[src/rtl/adc_sample_fifo.sv]
// adc_sample_fifo: converts offset-binary ADC samples to left-justified two's complement
// and buffers them in a first-word-fall-through FIFO with a sticky overflow flag.
module adc_sample_fifo #(
    parameter int DATA_W = 12,
    parameter int OUT_W  = 16,
    parameter int DEPTH  = 8,
    parameter int ADDR_W = 3
) (
    input  logic              sclk,
    input  logic              rst,
    input  logic              rx_done_tick,
    input  logic [DATA_W-1:0] din,
    input  logic              flush,
    input  logic              m_ready,
    output logic              m_valid,
    output logic [OUT_W-1:0]  m_data,
    output logic [ADDR_W:0]   level,
    output logic              overflow
);
    localparam logic [ADDR_W:0] FULL = (ADDR_W+1)'(DEPTH);
    logic [OUT_W-1:0]  mem [DEPTH];
    logic [ADDR_W-1:0] wr_ptr, rd_ptr;
    logic [OUT_W-1:0]  conv, last_q;
    logic              push, pop;
    assign conv    = OUT_W'({~din[DATA_W-1], din[DATA_W-2:0]}) << (OUT_W - DATA_W);
    assign m_valid = level != '0;
    assign pop     = m_valid & m_ready & ~flush;
    assign push    = rx_done_tick & ~flush & (level != FULL | pop);
    // last_q keeps the most recently delivered word visible once the FIFO runs empty
    assign m_data  = m_valid ? mem[rd_ptr] : last_q;
    always_ff @(posedge sclk or posedge rst)
        if (rst) begin
            wr_ptr   <= '0;
            rd_ptr   <= '0;
            level    <= '0;
            overflow <= 1'b0;
            last_q   <= '0;
        end else if (flush) begin
            wr_ptr   <= '0;
            rd_ptr   <= '0;
            level    <= '0;
            overflow <= 1'b0;
        end else begin
            if (push) wr_ptr <= wr_ptr + ADDR_W'(1);
            if (pop) begin
                rd_ptr <= rd_ptr + ADDR_W'(1);
                last_q <= mem[rd_ptr];
            end
            level <= (push & ~pop) ? level + (ADDR_W+1)'(1) :
                     (pop & ~push) ? level - (ADDR_W+1)'(1) : level;
            if (rx_done_tick & ~push) overflow <= 1'b1;
        end
    always_ff @(posedge sclk)
        if (push) mem[wr_ptr] <= conv;
endmodule

[config.mk]
export PLATFORM = sky130hd
export DESIGN_NAME = adc_sample_fifo
export DESIGN_NICKNAME = d
export VERILOG_FILES = /design/src/rtl/adc_sample_fifo.sv
export SDC_FILE = /design/constraint.sdc
export NUM_CORES = 1
export LEC_CHECK = 0
export ABC_AREA = 0
export CAP_MARGIN = 20
export CORE_UTILIZATION = 52
export DETAILED_ROUTE_END_ITERATION = 8
export GPL_ROUTABILITY_DRIVEN = 0
export GPL_TIMING_DRIVEN = 0
export PLACE_DENSITY_LB_ADDON = 0.12
export SETUP_SLACK_MARGIN = 0.5
export SYNTH_ARGS = -nofsm -noshare
export SYNTH_HDL_FRONTEND = slang
export SYNTH_SLANG_ARGS = --single-unit
export TNS_END_PERCENT = 20
[constraint.sdc]
create_clock -name sclk -period 2.5 [get_ports sclk]
set_input_delay 0.5 -clock sclk [delete_from_list [all_inputs] [get_ports sclk]]
set_output_delay 0.5 -clock sclk [all_outputs]
set_load 0.02 [all_outputs]
=== Word-level counts from Yosys, hierarchy flattened ===
Memories as Yosys holds them, arrays and structs flattened.
Cells that the tools add are included.

* Register bits after elaboration: 27
* Bits in latches: 0
* Bits in writable memories: 96
* Bits in read-only memories: 0
* Input bits: 17
* Output and inout bits: 22
* Word-level logic and storage cells: 41
* Memories kept: 1

{| class="wikitable"
|+ Memory list
! name !! words !! width !! read ports !! clocked after Yosys merged registers in !! write ports !! line !! source
|-
| mem || 8 || 12 || 1 || 0 || 1 || 21 || <nowiki>logic [OUT_W-1:0] mem [DEPTH];</nowiki>
|}

* $add $sub $neg: 4
* $mul: 0
* Div/mod/pow operators: 0
* $lt $le $gt $ge: 0
* Equality and inequality tests: 1
* Shift-type cells: 0
* Mux-type cells: 12
* Bitwise logic cells: 12
* Reductions and logical operators: 6

{| class="wikitable"
|+ Operators by type and width
! cell !! count
|-
| $mux W16 || 1
|-
| $mux W3 || 4
|-
| $mux W4 || 3
|-
| $and A1 B1 Y1 || 7
|-
| $add A3 B1 Y3 const B || 2
|-
| $reduce_bool A2 Y1 || 3
|-
| $add A4 B1 Y4 const B || 1
|-
| $mux W1 || 4
|-
| $ne A4 B4 Y1 const B || 1
|-
| $not A1 Y1 || 4
|-
| $reduce_bool A4 Y1 || 1
|-
| $sub A4 B1 Y4 const B || 1
|-
| $reduce_bool A3 Y1 || 1
|-
| $reduce_and A2 Y1 || 1
|-
| $or A1 B1 Y1 || 1
|}

=== Depth between registers and ports, before layout ===
* Depth in word-level cells: 10
* Gate-level depth with buffers: 8
* Gate-level depth less buffers: 8

=== Worst setup path after synthesis ===
OpenSTA, ideal clock, no wires.

* Path kind: input to register
* Start point: input m_ready
* End point: memory mem[0][0] in the netlist's numbering, enable pin
* Setup time: 412 ps
* Arrival: 2560 ps
* Required time: 2088 ps
* Setup slack: -472 ps
* Stages on the path: 5
* Buffers on the path: 1
* Cells stage by stage: clkbuf_1 -> nand2b_1 -> and3_1 -> or2_2 -> nor4_1

* Longest elaborated chain between the ends: 6

{| class="wikitable"
|+ Ends and longest elaborated chain
! element !! line !! source
|-
| from (decl) || 14 || <nowiki>input logic m_ready,</nowiki>
|-
| $and A1 B1 Y1 (2 in series) || 27 || <nowiki>assign pop = m_valid & m_ready & ~flush;</nowiki>
|-
| $or A1 B1 Y1 || 28 || <nowiki>assign push = rx_done_tick & ~flush & (level != FULL | pop);</nowiki>
|-
| $and A1 B1 Y1 || 28 ||
|-
| $mux W1 || 54 || <nowiki>if (push) mem[wr_ptr] <= conv;</nowiki>
|-
| $mux W1 (implied by the code) || 54 ||
|-
| to (decl) || 21 ||
|}

No other way between the ends.

=== Worst setup path after layout ===
* Start point: register rd_ptr[1]
* End point: output m_data[12]

* Longest elaborated chain between the ends: 2

{| class="wikitable"
|+ Ends and longest elaborated chain
! element !! line !! source
|-
| from (decl) || 22 || <nowiki>logic [ADDR_W-1:0] wr_ptr, rd_ptr;</nowiki>
|-
| from (signal assigned) || 46 || <nowiki>rd_ptr <= rd_ptr + ADDR_W'(1);</nowiki>
|-
| $mem_v2 Z8 W12 || -- ||
|-
| $mux W16 || 30 || <nowiki>assign m_data = m_valid ? mem[rd_ptr] : last_q;</nowiki>
|-
| to (decl) || 16 || <nowiki>output logic [OUT_W-1:0] m_data,</nowiki>
|}

No other way between the ends.

==> run metrics <==
vias in the first global route 3,197; largest net degree at the start of global routing 24; Residual DRC 0; Leakage Power 2.541 nW; internal power 5.595 mW; Post-synth EDFFs 96; most frequent cell after synthesis edfxtp_1; first-pass GRT wire length 17.30 mm; First-pass DRT Iterations 4; Initial Util 0.5426; minimum hold slack 302.3 ps; final period utilization 1.055; Root Driver clkbuf_8; Yosys warning total 0; Placed Instances 495; clk buf depth 2; full die area 10,130 um2; GRT Total Usage 0.2435; Clock transition at path regs 60 ps; core area 9328 um2; standard-cell row count 35; Total Power 8.163 mW; Layout Cells excl Fill 554; Slew @ Worst Pin 1010 ps; DR iter-0 viols 204; violations in the final reports negative setup slack; top cell type's share of synthesized area 0.5696; unrepaired setup endpoints after global routing true; Hold Crit Class in2reg; Net Sw Frac 0.3146; Routed WL per cell 20.28 um; Final Max Tran Viols 0; n_diodes 0; fin nets 434; I/O pins 39; number of port buffers 33; Clock Power Share 0.302; CTS sink cnt 119; Worst Skew 6.431 ps; maximum VDD drop 0.6155 mV; Setup WS pre-CTS -560.8 ps; via count 3,064; grt total ovfl 0; #FFs+latches synth 119; Gate power share 0.391; clock latency on the worst-skew pair 510 ps; post-DP HPWL 6.370 mm; DIE WIDTH 100.7 um; Avg Inst Size Synth 15.43 um2; Layout area overhead 38.37%; Setup WS post-layout -136.6 ps; number of buffers created by CTS 17; H-Tree Depth 4; Switch Pwr 2.568 mW; drt total wl 11.24 mm; initial antenna violation count 0; Power Density 1166 nW/um2; CTS tree yes; Mapped Area 5061 um2; critical path peak fanout 5; post-layout util 0.7508; ys async rst share 0.1933; Die H 100.7 um; CP arrival 2140 ps; status finished, violations left; MaxCap Viol Count 0; Commonest cells post-synth edfxtp_1 (96), mux2_2 (31), mux2i_1 (31); Yosys cell types 44; ys flop type edfxtp_1; Crit. End Element output port; Peak Freq 0.3793 GHz; Crit Path Category reg2out; sequential element share of the synthesized area 0.6833; routed vias/inst 5.531; Flop pwr share 0.307; largest cells by area after synthesis edfxtp_1 (57%), dfrtp_1 (11%), mux2_2 (6.9%); Post-Synthesis Cells 328; Crit path required time 2000 ps; tightest slew margin relative to the limit 0.3219; Routed Antenna Nets 0; share of cells above drive strength 1 0.4424; final setup vio count 12; Final Hold Fails 0; CTS Hold Bufs 0; min Tclk post-route 2637 ps; area leader, netlist edfxtp_1; Worst setup SP type flip-flop
==> logic make-up (layout without fill, tap and decap cells) <==
family / Yosys count / after routing / synth area share
buf+inv: 31 / 125 / 0.03165
mux: 65 / 65 / 0.1392
fa+ha+maj: 5 / 5 / 0.01384
flops: 119 / 119 / 0.6833
simple gates: 52 / 52 / 0.05266
compound gates: 49 / 49 / 0.06823
other cells: 1 / 4 / 0.0007409
xor+xnor: 6 / 6 / 0.01038
==> stage by stage <==
step	TNS, ps	instance area, um2
6_report	-1299	7003
3_5_place_dp	-42500	5682
3_3_place_gp	-49380	5659
2_1_floorplan	0	5167
5_1_grt	-2349	7003
4_1_cts	-1792	6778
==> area by class of cell <==
class,instances,area [um2]
repair buffers,62,613.1
fillers,588,2325
well taps,129,161.4
clock buffers,18,417.9
clock inverters,14,181.4
plain buffers,17,222.7
flip-flops and latches,119,3466
multi-input cells,181,1881
inverters,14,60.06
==> registers in the layout, indices dropped and copies added, names as in the netlist <==
name	cells
last_q	12
level	4
mem	96
overflow	1
rd_ptr	3
wr_ptr	3
==> path summary, 6_finish.rpt <==
path,slack [ps],start,end,cells after the start
worst max-delay path,-140,rd_ptr[1],m_data[12],6
worst min-delay path,300,m_ready,rd_ptr[1],3
worst max register to register,110,level[1],level[3],9
worst min register to register,520,last_q[11],last_q[11],1
max in group asynchronous,1320,rst,rd_ptr[0],2
min in group asynchronous,520,rst,level[0],2
==> per-layer routing <==
metal	track usage	up-vias	share of wire
met5	0	-	0
met4	0.09365	0	0.0094
met3	0.07143	7	0.049
met2	0.3999	76	0.52
met1	0.3067	1551	0.42
li1	-	1430	-
==> power by group through the flow <==
stage          combinational (mW)  clock, mW  sequential, mW
2_1_floorplan                1.44          0            2.54
3_3_place_gp                 2.21          0            2.53
3_5_place_dp                 2.25          0            2.55
4_1_cts                      2.84       2.49            2.50
5_1_grt                      3.41       2.57            2.52
6_report                     3.19       2.47            2.50
==> critical path: stages, from the launching register on <==
cell	delay [ps]
dfrtp_2	490
buf_8	170
mux2_4	300
o22ai_2	190
a221oi_2	60
mux2_4	280
buf_6	130
==> cell usage in the layout (no fill, tap or decap), types with 4 or more instances in the layout <==
master	Yosys	layout
dlygate4sd2_1	0	6
nand2_1	13	12
o21ai_1	0	7
clkdlybuf4s50_1	0	13
o22ai_2	0	4
clkinv_2	0	5
nor2_1	17	11
mux2i_2	0	4
inv_1	13	12
mux2i_1	31	27
bufinv_16	0	4
dfrtp_1	23	17
edfxtp_1	96	96
nor2_4	0	5
conb_1	1	4
a221oi_2	0	5
o221ai_2	0	6
buf_12	0	4
buf_6	1	16
mux2_4	3	16
a21oi_1	6	5
clkbuf_16	0	19
clkbuf_8	0	4
a22oi_2	0	6
mux2_2	31	18
buf_4	9	27
dfrtp_2	0	6
==> timing repair <==
item                       CTS  global route
pin swaps                   28            27
buffers inserted            18             7
gates resized for setup    172            34
setup endpoints to repair  120            65
gates cloned                 1             1
Power figures use the tool's default switching activity.
